[src/rtl/mips_pkg.sv]
// Shared MIPS pipeline definitions: data width, MEM-stage FSM encoding,
// EX/MEM and MEM/WB field layouts, and small decode helpers.
package mips_pkg;

  localparam int DATA_W = 32;
  // Wide enough for TIMEOUT_CYC values 1..255.
  localparam int CNT_W  = 8;

  typedef enum logic {
    ST_IDLE   = 1'b0,
    ST_ACCESS = 1'b1
  } mem_state_t;

  // EX/MEM register fields consumed by the MEM stage.
  typedef struct packed {
    logic              valid;
    logic [DATA_W-1:0] result;
    logic [DATA_W-1:0] rt;
    logic              mem_read;
    logic              mem_write;
  } ex_mem_t;

  // MEM/WB register fields produced by the MEM stage.
  typedef struct packed {
    logic [DATA_W-1:0] dato;
    logic [DATA_W-1:0] result;
    logic              valid;
    logic              err;
  } mem_wb_t;

  localparam int EX_MEM_W = $bits(ex_mem_t);
  localparam int MEM_WB_W = $bits(mem_wb_t);

  // Word accesses only: any set byte-offset bit is a misalignment.
  function automatic logic misaligned(input logic [1:0] lsb);
    return lsb != 2'b00;
  endfunction

endpackage

[src/rtl/mem_stage_mem_wb_reg.sv]
// MEM/WB pipeline register. valid_wb/mem_error are one-cycle pulses;
// result_wb and dato_leido hold until their enables load them.
module mem_wb_reg #(
  parameter int DATA_W = 32
) (
  input  logic              clock,
  input  logic              reset_n,
  input  logic              wb_en,
  input  logic              ld_en,
  input  logic              err,
  input  logic [DATA_W-1:0] result_d,
  input  logic [DATA_W-1:0] dato_d,
  output logic [DATA_W-1:0] dato_leido,
  output logic [DATA_W-1:0] result_wb,
  output logic              valid_wb,
  output logic              mem_error
);

  // Pulse flags every cycle; data fields load only when enabled.
  always_ff @(posedge clock or negedge reset_n) begin
    if (!reset_n) begin
      dato_leido <= '0;
      result_wb  <= '0;
      valid_wb   <= 1'b0;
      mem_error  <= 1'b0;
    end else begin
      valid_wb  <= wb_en;
      mem_error <= wb_en & err;
      if (wb_en) result_wb  <= result_d;
      if (ld_en) dato_leido <= dato_d;
    end
  end

endmodule

[src/rtl/mem_stage.sv]
// MIPS MEM stage: issues one data-memory access at a time over a
// variable-latency req/ack port, stalls upstream while it is outstanding,
// aborts after TIMEOUT_CYC waiting cycles, and feeds the MEM/WB register.
module mem_stage #(
  parameter int DATA_W      = mips_pkg::DATA_W,
  parameter int TIMEOUT_CYC = 255
) (
  input  logic              clock,
  input  logic              reset_n,
  input  logic              valid_in,
  input  logic [DATA_W-1:0] result,
  input  logic [DATA_W-1:0] registro_2,
  input  logic              mem_read,
  input  logic              mem_write,
  output logic              stall,
  output logic              dmem_req,
  output logic              dmem_we,
  output logic [DATA_W-1:0] dmem_addr,
  output logic [DATA_W-1:0] dmem_wdata,
  input  logic              dmem_ack,
  input  logic [DATA_W-1:0] dmem_rdata,
  output logic [DATA_W-1:0] dato_leido,
  output logic [DATA_W-1:0] result_wb,
  output logic              valid_wb,
  output logic              mem_error
);
  import mips_pkg::*;

  mem_state_t       state_q, state_d;
  logic [CNT_W-1:0] cnt_q;

  logic mem_op, op_err, in_idle, in_access;
  logic issue, done, tmo;
  logic wb_en, ld_en, wb_err;
  logic [DATA_W-1:0] wb_result, wb_dato;

  // Decode of the instruction sitting in EX/MEM.
  always_comb begin
    mem_op    = mem_read | mem_write;
    op_err    = mem_op & (misaligned(result[1:0]) | (mem_read & mem_write));
    in_idle   = (state_q == ST_IDLE);
    in_access = (state_q == ST_ACCESS);
    issue     = in_idle & valid_in & mem_op & ~op_err;
    // Ack beats timeout when both land in the last waiting cycle.
    done      = in_access & dmem_ack;
    tmo       = in_access & ~dmem_ack & (cnt_q == CNT_W'(TIMEOUT_CYC - 1));
    // Gated by reset so upstream never sees a stall while reset is held.
    stall     = reset_n & (issue | (in_access & ~dmem_ack & ~tmo));
  end

  // Next-state logic: one access in flight, return to IDLE on ack or abort.
  always_comb begin
    state_d = state_q;
    case (state_q)
      ST_IDLE:   if (issue)       state_d = ST_ACCESS;
      ST_ACCESS: if (done || tmo) state_d = ST_IDLE;
      default:                    state_d = ST_IDLE;
    endcase
  end

  // State register.
  always_ff @(posedge clock or negedge reset_n) begin
    if (!reset_n) state_q <= ST_IDLE;
    else          state_q <= state_d;
  end

  // Waiting-cycle counter, cleared at issue and on leaving ACCESS.
  always_ff @(posedge clock or negedge reset_n) begin
    if (!reset_n)               cnt_q <= '0;
    else if (issue)             cnt_q <= '0;
    else if (done || tmo)       cnt_q <= '0;
    else if (in_access)         cnt_q <= cnt_q + 1'b1;
  end

  // Request registers: captured at issue, held stable until ack/abort.
  always_ff @(posedge clock or negedge reset_n) begin
    if (!reset_n) begin
      dmem_req   <= 1'b0;
      dmem_we    <= 1'b0;
      dmem_addr  <= '0;
      dmem_wdata <= '0;
    end else if (issue) begin
      dmem_req   <= 1'b1;
      dmem_we    <= mem_write;
      dmem_addr  <= {result[DATA_W-1:2], 2'b00};
      dmem_wdata <= registro_2;
    end else if (done || tmo) begin
      dmem_req   <= 1'b0;
    end
  end

  // MEM/WB entry sources: IDLE retires ALU ops and rejected ops directly,
  // ACCESS retires on ack or timeout with the latched address.
  always_comb begin
    wb_en     = (in_idle & valid_in & ~issue) | done | tmo;
    wb_err    = (in_idle & op_err) | tmo;
    wb_result = in_idle ? result : dmem_addr;
    ld_en     = (in_idle & valid_in & ~mem_op) | (done & ~dmem_we);
    wb_dato   = in_idle ? '0 : dmem_rdata;
  end

  mem_wb_reg #(.DATA_W(DATA_W)) u_mem_wb_reg (
    .clock      (clock),
    .reset_n    (reset_n),
    .wb_en      (wb_en),
    .ld_en      (ld_en),
    .err        (wb_err),
    .result_d   (wb_result),
    .dato_d     (wb_dato),
    .dato_leido (dato_leido),
    .result_wb  (result_wb),
    .valid_wb   (valid_wb),
    .mem_error  (mem_error)
  );

endmodule

[config.mk]
export PLATFORM = sky130hd
export DESIGN_NAME = mem_stage
export DESIGN_NICKNAME = d
export VERILOG_FILES = /design/src/rtl/mips_pkg.sv /design/src/rtl/mem_stage_mem_wb_reg.sv /design/src/rtl/mem_stage.sv
export SDC_FILE = /design/constraint.sdc
export NUM_CORES = 1
export LEC_CHECK = 0
export ABC_AREA = 1
export CAP_MARGIN = 20
export CORE_MARGIN = 3
export CORE_UTILIZATION = 25
export DETAILED_ROUTE_END_ITERATION = 16
export DONT_BUFFER_PORTS = 1
export GPL_TIMING_DRIVEN = 1
export PLACE_DENSITY = 0.49
export SYNTH_ARGS = -nofsm -noshare
export SYNTH_HDL_FRONTEND = slang
export SYNTH_HIERARCHICAL = 1
export SYNTH_SLANG_ARGS = --single-unit
[constraint.sdc]
create_clock -name clock -period 1.69 [get_ports clock]
set_input_delay 0 -clock clock [delete_from_list [all_inputs] [get_ports clock]]
set_output_delay 0 -clock clock [all_outputs]
set_load 0.005 [all_outputs]
==> results of run 1 <==
synth_stat cells:
cell type and instances:
a21boi_0 1, a21oi_1 1, buf_12 1, buf_2 14
buf_4 9, buf_6 11, clkbuf_1 8, conb_1 1
dfrtp_1 139, ha_1 2, inv_1 70, inv_2 1
inv_4 2, inv_6 1, nand2_1 358, nand2_2 11
nand2_4 2, nand3_1 42, nand4_1 1, nor2_1 14
nor2_4 1, nor2_8 1, o21ai_0 52, o21ai_1 9
o22ai_1 1, or2_2 1, xnor2_1 1, xor2_1 4
worst max-delay path by stage:
| stage | from | endpoint | slack (ns) | cells past startpoint |
|---|---|---|---|---|
| 2_1_floorplan | in_access$_DFF_PN0_ | u_mem_wb_reg/result_wb[25]$_DFFE_PN0P_ | 0.04 | 12 |
| 3_3_place_gp | in_access$_DFF_PN0_ | u_mem_wb_reg/dato_leido[5]$_DFFE_PN0P_ | 0.11 | 6 |
| 3_5_place_dp | cnt_q[0]$_DFFE_PN0P_ | u_mem_wb_reg/result_wb[11]$_DFFE_PN0P_ | 0.07 | 9 |
| 4_1_cts | cnt_q[0]$_DFFE_PN0P_ | stall | -0.002 | 9 |
| 5_1_grt | cnt_q[0]$_DFFE_PN0P_ | stall | -0.05 | 9 |
| 6_report | cnt_q[0]$_DFFE_PN0P_ | stall | 0.04 | 9 |
critical path: cells and delay by family, from the launching register on:
family,cells,cell delay [ns]
DFF,1,0.38
buffers and inverters,3,0.36
and+or+nand+nor,4,0.31
adders and majority gates,1,0.12
AOI/OAI and AO/OA,1,0.06
state kept, by name (all words and copies together) (netlist names):
name                     flops
cnt_q                        8
dmem_addr                   30
dmem_req                     1
dmem_wdata                  32
dmem_we                      1
in_access                    1
u_mem_wb_reg/dato_leido     32
u_mem_wb_reg/mem_error       1
u_mem_wb_reg/result_wb      32
u_mem_wb_reg/valid_wb        1
cells by family (layout without fill, tap and decap cells):
kind of cell	Yosys count	count (layout)	synth area share, %
AOI/OAI and AO/OA	64	64	5.21
other	1	3	0.0603
buffers and inverters	117	230	9.64
DFF	139	139	56.0
xor gates and xnor gates	5	5	0.704
adders and majority gates	2	2	0.403
and+or+nand+nor	431	431	28.0
where the power goes:
part | switching, W | leakage [nW] | internal [W]
clock network | 0.00156 | 0.290 | 0.00242
logic | 0.00226 | 2.38 | 0.00167
registers | 0.00140 | 1.77 | 0.00472
stage by stage:
stage | instance area, sq um | TNS (ns) | instances
2_1_floorplan | 6220 | 0 | 760
3_3_place_gp | 6500 | 0 | 1054
3_5_place_dp | 6500 | 0 | 1054
4_1_cts | 8360 | -0.00203 | 1196
5_1_grt | 8410 | -0.574 | 1198
6_report | 8410 | 0 | 1198
area by class of cell:
type / instances / area, sq um / area share [%]
antenna: 1 / 2.50 / 0.0297
sequential: 139 / 3480 / 41.4
tap: 324 / 405 / 4.82
timing repair buffer: 123 / 1390 / 16.5
timing repair inverter: 1 / 8.76 / 0.104
clock buffer: 20 / 457 / 5.43
inverter: 74 / 295 / 3.51
clock inverter: 12 / 160 / 1.90
multi-input combinational: 504 / 2220 / 26.4
what timing repair did:
item	CTS	global route
endpoints found under the setup margin	1	33
cloned	5	1
hold endpoints to repair	268	139
buffers inserted	7	0
gates resized for setup	12	8
pin swaps	2	3
per-layer routing:
| metal | up-vias | GRT usage [%] |
|---|---|---|
| li1 | 2514 | - |
| met1 | 2430 | 17.1 |
| met2 | 140 | 22.8 |
| met3 | 17 | 4.72 |
| met4 | 0 | 4.23 |
| met5 | - | 0 |
==> metrics.txt, run 1 <==
status=finished, violations left; failing checks=negative hold slack; TritonCTS clock tree=built; chip width=164 microns; Final Skew=0.0166 ns; Peak Freq=605 MHz; Via density=4.26; maximum clock path buffer count=2; Crit path required time=1.69 ns; RSZ-0062 raised after global routing=true; fin. max-slew vios=0; total vias in the final route=5101; nets=964; total track usage=13.8%; Max-Cap Viols=0; die height=164 microns; first-pass GRT wire length=28.5 mm; initial antenna violation count=1; Seq cells post-synth=139; metal3 WL=1.39 mm; clock sink count=139; met2 routed WL=9.33 mm; end of the worst register-to-register path=u_mem_wb_reg/result_wb[21]$_DFFE_PN0P_; class of the most critical setup path=reg -> out; post-synthesis cell type count=28; largest net degree at the start of global routing=141; HPWL Detailed=10.9 mm; hold_ws=-0.721 ns; leakage=4.44 nW; final-report hold violation count=139; Layout Utilization=34.5%; via count of the first global-routing pass=4903; Hold WC Path Type=in -> async; setup slack after layout=0.0363 ns; CP Launch Type=register; max incr delay on CP=0.38 ns; most common library cell in the layout ignoring fill and taps=nand2_1; Worst EP arrival=1.65 ns; Starting Density=25.5%; TritonCTS Buffers=17; DR top layer=met4; detailed-route wire length per cell=16.2 microns; CP Capture Type=primary output; overall power=0.0140 W; Area contributors post-synth=dfrtp_1 (56%), nand2_1 (22%), inv_1 (4.2%), o21ai_0 (4.2%), nand3_1 (3.4%); R2R Setup Slk=0.04 ns; root buffer cell=clkbuf_16; Final ANT Viol Nets=0; CP cell instances=inv_2 > ha_4 > nand2_2 > nor2_2 > nand3_2 > buf_6 > nand3_4 > a21boi_2 > buf_4; drt pass-1 iters=4; Setup Viol. Count Final=0; yosys warns=6; dpl ws=0.0672 ns; most frequent cells in the layout=nand2_1 (355), dfrtp_1 (138), dlygate4sd3_1 (98); Clk pin slew, worst setup/hold paths=0.07 ns; port bufs=0; synthesized area=6220 sq um; area leader, netlist=dfrtp_1; Layout area overhead=35.4%; Routed WL=19.4 mm; CP max stage cell=dfrtp_1; DRT iter0 DRCs=385; Max VDD drop=544 uV; Mapped Cells=759; post-layout min period=1.65 ns; Placeable Area=24400 sq um; Synth top area share=56.0%; sequential fraction of the synthesis area=56.0%; Worst Reg2Reg Path Length in Cells=10; insertion delay to the later sink of the worst-skew pair=0.42 ns; Mean Syn Cell Area=8.19 sq um; GRT overflow=0; met1 WL=8.36 mm; Period Utilization, post-route=97.8%; CTS Hold Bufs=98; worst-path fanout max=2; gp weighted congestion=0.705; Worst R2R Start=cnt_q[0]$_DFFE_PN0P_; I/O pin count=235; PwrDens=1670 nW/um^2; share of cells above drive strength 1=10.2%; DIE AREA=26800 sq um; CTS H-tree depth=4; DRC=0; Rows=57; # fillers=2508
Note: power is estimated with default switching activity, not from simulation.
==> run 2, diff against run 1 <==
- BUFFER_PORTS_ARGS: not set -> -buffer_cell sky130_fd_sc_hd__buf_2
- DONT_BUFFER_PORTS: 1 -> not set
- PLACE_DENSITY: 0.49 -> 0.57
==> metrics.txt, run 2 (synthesis gave the netlist of run 1 again) <==
status=finished, final reports clean; Rows=57; Worst R2R Start=in_access$_DFF_PN0_; most common library cell in the layout ignoring fill and taps=nand2_1; met1 usage=18.9%; Hold WC Path Type=in -> reg; top flop regs=dmem_wdata (32), u_mem_wb_reg/dato_leido (32), u_mem_wb_reg/result_wb (32); post-layout min period=1.65 ns; clock sink count=139; Final Skew=0.0148 ns; Starting Density=25.5%; TritonCTS clock tree=built; grt met3 use=3.17%; RSZ-0062 raised after global routing=true; first-pass GRT wire length=31.1 mm; Hold Path Origin=dmem_ack; Clk pin slew, worst setup/hold paths=0.06 ns; overall power=0.0154 W; fin. max-slew vios=0; end of the worst register-to-register path=u_mem_wb_reg/result_wb[14]$_DFFE_PN0P_; # fillers=2454; R2R Setup Slk=0.04 ns; Worst EP arrival=2.00 ns; share of cells above drive strength 1=29.7%; most frequent cells in the layout=nand2_1 (357), buf_2 (231), dfrtp_1 (138); Peak Freq=607 MHz; DRC=0; worst-path fanout max=8; Clk pwr share=24.8%; Routed WL=21.2 mm; via count of the first global-routing pass=5788; initial antenna violation count=0; placed cell count=1288; Final ANT Viol Nets=0; Net Sw Frac=36.6%; I/O pin count=235; Crit path required time=2.04 ns; port bufs=232; part of the power in combinational logic=38.8%; final-report hold violation count=0; switching power=0.00563 W; Flop pwr share=36.4%; gr busiest metal=met2; maximum clock path buffer count=2; PwrDens=1590 nW/um^2; Max-Cap Viols=0; Layout Cells excl Fill=1440; Setup crit end=u_mem_wb_reg/result_wb[14]$_DFFE_PN0P_; largest net degree at the start of global routing=74; Internal=0.00975 W; Setup Viol. Count Final=0; class of the most critical setup path=reg -> reg; TritonCTS Buffers=17; insertion delay to the later sink of the worst-skew pair=0.41 ns; Worst Reg2Reg Path Length in Cells=11; total track usage=14.7%; DRT iter0 DRCs=372; GRT overflow=0; chip width=164 microns; CP Capture Type=register; drt pass-1 iters=4; Placeable Area=24400 sq um; HPWL Detailed=12.1 mm; Critical path origin=in_access$_DFF_PN0_; CTS H-tree depth=4; die height=164 microns; Period Utilization, post-route=97.5%; Layout area overhead=56.1%; ANT cells=0; DIE AREA=26800 sq um; Max VDD drop=616 uV; CP Launch Type=register; nets=1208; detailed-route wire length per cell=14.8 microns; root buffer cell=clkbuf_16; total vias in the final route=6091; gp weighted congestion=0.748; leakage=5.52 nW; Via density=4.23; met2 Track Usage GR=24.6%
-- run 2: changes by cell type in the layout (fill, tap and decap cells not counted), sizes merged --
cell / change
buf: +240
bufbuf: -2
diode: -1
clkinvlp: -3
clkbuf: +5
dlygate4sd3: +1
bufinv: -1
clkinv: +3
-- run 2: final cells by class --
type	instances	area (sq um)	area share, %
inverters	74	298	3.07
clock inverters	10	114	1.17
well taps	324	405	4.18
repair buffers	366	2680	27.7
repair inverters	2	20.0	0.206
flip-flops and latches	139	3480	35.9
clock buffers	21	480	4.95
multi-input cells	504	2220	22.9
-- run 2: how the worst min path moves through the flow --
| stage | end | cells past startpoint | slack (ns) |
|---|---|---|---|
| 2_1_floorplan | cnt_q[0]$_DFFE_PN0P_ | 0 | -0.30 |
| 3_3_place_gp | u_mem_wb_reg/result_wb[0]$_DFFE_PN0P_ | 1 | -0.16 |
| 3_5_place_dp | u_mem_wb_reg/result_wb[0]$_DFFE_PN0P_ | 1 | -0.16 |
| 4_1_cts | dmem_req$_DFFE_PN0P_ | 4 | 0.05 |
| 5_1_grt | dmem_req$_DFFE_PN0P_ | 4 | 0.19 |
| 6_report | dmem_req$_DFFE_PN0P_ | 4 | 0.17 |
-- run 2: power by group through the flow --
stage	logic [W]	clock network [W]	registers [W]
final	0.00597	0.00381	0.00560
after global routing	0.00669	0.00409	0.00577
after CTS	0.00541	0.00395	0.00558
after detailed placement	0.00500	0	0.00563
after global placement	0.00492	0	0.00563
after floorplan	0.00266	0	0.00566
-- run 2: stage by stage --
step | util (%) | cell area, sq um | TNS [ns] | setup WS, ns | hold slack [ns]
5_1_grt | 39.8 | 9700 | -0.139 | -0.0398 | 0.189
4_1_cts | 38.7 | 9450 | 0 | 0.00120 | 0.0495
3_3_place_gp | 31.5 | 7670 | 0 | 0.0232 | -0.163
3_5_place_dp | 31.5 | 7670 | -0.0353 | -0.0336 | -0.163
6_report | 39.8 | 9700 | 0 | 0.0428 | 0.165
2_1_floorplan | - | 6220 | 0 | 0.0420 | -0.296
-- run 2: metal layers --
layer	routed length (microns)	share of wire [%]
met5	0	0
met4	321	1.5
met3	1130	5.3
met2	10400	49
met1	9410	44
-- run 2: what timing repair did --
item | 4_1_cts | 5_1_grt
setup buffers | 7 | 6
cloned | 3 | 6
endpoints found under the hold margin | 266 | 0
pin swaps | 1 | 4
hold buffers | 99 | 0
endpoints found under the setup margin | 4 | 42
gates resized for setup | 9 | 16
-- run 2: worst max-delay path, stage by stage, from the launching register on --
cell and delay, ns:
dfrtp_4 0.50, inv_4 0.09, nand2_4 0.07, nor2_8 0.11, nand2_8 0.09, nand3_1 0.12
nand3_4 0.11, buf_12 0.17, buf_12 0.12, inv_6 0.08, nand2_1 0.07, nand2_1 0.06
==> run 3, diff against run 2 <==
- SETUP_SLACK_MARGIN: not set -> 0.1
==> metrics.txt, run 3 (synthesis gave the netlist of run 1 again) <==
R2R Setup Slk=-0.01 ns; failing checks=negative setup slack; Worst Reg2Reg Path Length in Cells=11; Final Skew=0.0120 ns; dpl ws=0.0894 ns; Peak Freq=584 MHz; leakage=5.54 nW; total vias in the final route=6153; Crit path required time=1.69 ns; ANT cells=0; HPWL Detailed=12.6 mm; multi-input logic area=2290 sq um; worst-path fanout max=2; TritonCTS clock tree=built; RSZ-0062 raised after global routing=true; Period Utilization, post-route=101%; placed cell count=1289; nets=1214; DRT iter0 DRCs=352; maximum clock path buffer count=2; Worst R2R Start=cnt_q[0]$_DFFE_PN0P_; Via density=4.25; status=finished, violations left; I/O pin count=235; Layout area overhead=57.4%; Layout Cells excl Fill=1447; PwrDens=1560 nW/um^2; end of the worst register-to-register path=u_mem_wb_reg/result_wb[4]$_DFFE_PN0P_; Worst EP arrival=1.71 ns; CP Launch Type=register; DIE AREA=26800 sq um; GRT overflow=0; Setup Viol. Count Final=3; most frequent cells in the layout=nand2_1 (335), buf_2 (231), dfrtp_1 (138); Routed WL=21.3 mm; die height=164 microns; Starting Density=25.5%; root buffer cell=clkbuf_16; share of cells above drive strength 1=32.1%; final-report hold violation count=0; initial antenna violation count=2; CP cell instances=inv_2 > ha_2 > nand2_1 > nor2_1 > nand3_2 > buf_6 > nand3_4 > a21boi_2 > buf_2; setup slack after layout=-0.0214 ns; detailed-route wire length per cell=14.7 microns; via count of the first global-routing pass=6068; port bufs=232; Sequential Area=3480 sq um; CP max stage cell=dfrtp_1; DRC=0; top flop regs=dmem_wdata (32), u_mem_wb_reg/dato_leido (32), u_mem_wb_reg/result_wb (32); # fillers=2456; Max-Cap Viols=0; Max VDD drop=584 uV; max incr delay on CP=0.39 ns; clock sink count=139; chip width=164 microns; first-pass GRT wire length=33.0 mm; CP Capture Type=primary output; post-layout min period=1.71 ns; overall power=0.0152 W; Layout Utilization=40.1%; Clk pin slew, worst setup/hold paths=0.07 ns; total track usage=15.8%; Placeable Area=24400 sq um; Hold WC Path Type=in -> async; most common library cell in the layout ignoring fill and taps=nand2_1; drt pass-1 iters=4; class of the most critical setup path=reg -> out; insertion delay to the later sink of the worst-skew pair=0.41 ns; final setup TNS=-0.0388 ns; largest net degree at the start of global routing=76; Rows=57; TritonCTS Buffers=17; fin. max-slew vios=0; gp weighted congestion=0.800; CTS H-tree depth=4; Final ANT Viol Nets=0
[run 3: worst max path at each step]
stage                               startpoint                                      to  slack [ns]  cells past startpoint
after floorplan            in_access$_DFF_PN0_  u_mem_wb_reg/result_wb[25]$_DFFE_PN0P_        0.09                     12
after global placement     in_access$_DFF_PN0_  u_mem_wb_reg/result_wb[15]$_DFFE_PN0P_        0.11                      5
after detailed placement   in_access$_DFF_PN0_  u_mem_wb_reg/result_wb[15]$_DFFE_PN0P_        0.09                      5
after CTS                 cnt_q[0]$_DFFE_PN0P_                                   stall       -0.01                      9
after global routing      cnt_q[0]$_DFFE_PN0P_                                   stall       -0.14                      9
final                     cnt_q[0]$_DFFE_PN0P_                                   stall       -0.02                      9
[run 3: final cells by class]
cell class	instances	share of cell area, %
clock buffers	19	4.63
repair inverters	2	0.268
flip-flops and latches	139	35.6
repair buffers	372	28.1
multi-input cells	504	23.4
inverters	74	3.02
well taps	324	4.14
clock inverters	13	0.933
[run 3: per-layer routing]
layer / vias up / track usage, % / routed length (microns)
li1: 3009 / - / -
met1: 2896 / 19.6 / 9060
met2: 210 / 26.2 / 10300
met3: 34 / 4.31 / 1370
met4: 4 / 5.77 / 510
met5: - / 0 / 21
[run 3: stage by stage]
step / hold WS (ns) / instance area, sq um
final: 0.116 / 9790
after global routing: 0.128 / 9790
after CTS: 0.112 / 9690
after detailed placement: -0.0555 / 7660
after global placement: -0.0587 / 7660
after floorplan: -0.296 / 6240
[run 3: timing repair]
item	CTS	global route
pin swaps	22	2
gates resized for setup	51	19
hold endpoints to repair	266	0
setup buffers	16	3
gates cloned	7	1
endpoints found under the setup margin	11	132
hold buffers	99	0
[run 3: report_power, final]
group / switching, W / total (W) / internal, W / leakage [nW]
clock: 0.00152 / 0.00348 / 0.00196 / 0.266
combinational: 0.00334 / 0.00612 / 0.00278 / 3.50
sequential: 0.000924 / 0.00564 / 0.00472 / 1.77
[run 3: critical path: cells and delay by family, from the launching register on]
| kind | cells | cell delay, ns |
|---|---|---|
| adder cells (fa/ha/maj) | 1 | 0.16 |
| flip-flops | 1 | 0.39 |
| AND/OR/NAND/NOR | 4 | 0.35 |
| AO/OA/AOI/OAI | 1 | 0.06 |
| buffers and inverters | 3 | 0.35 |
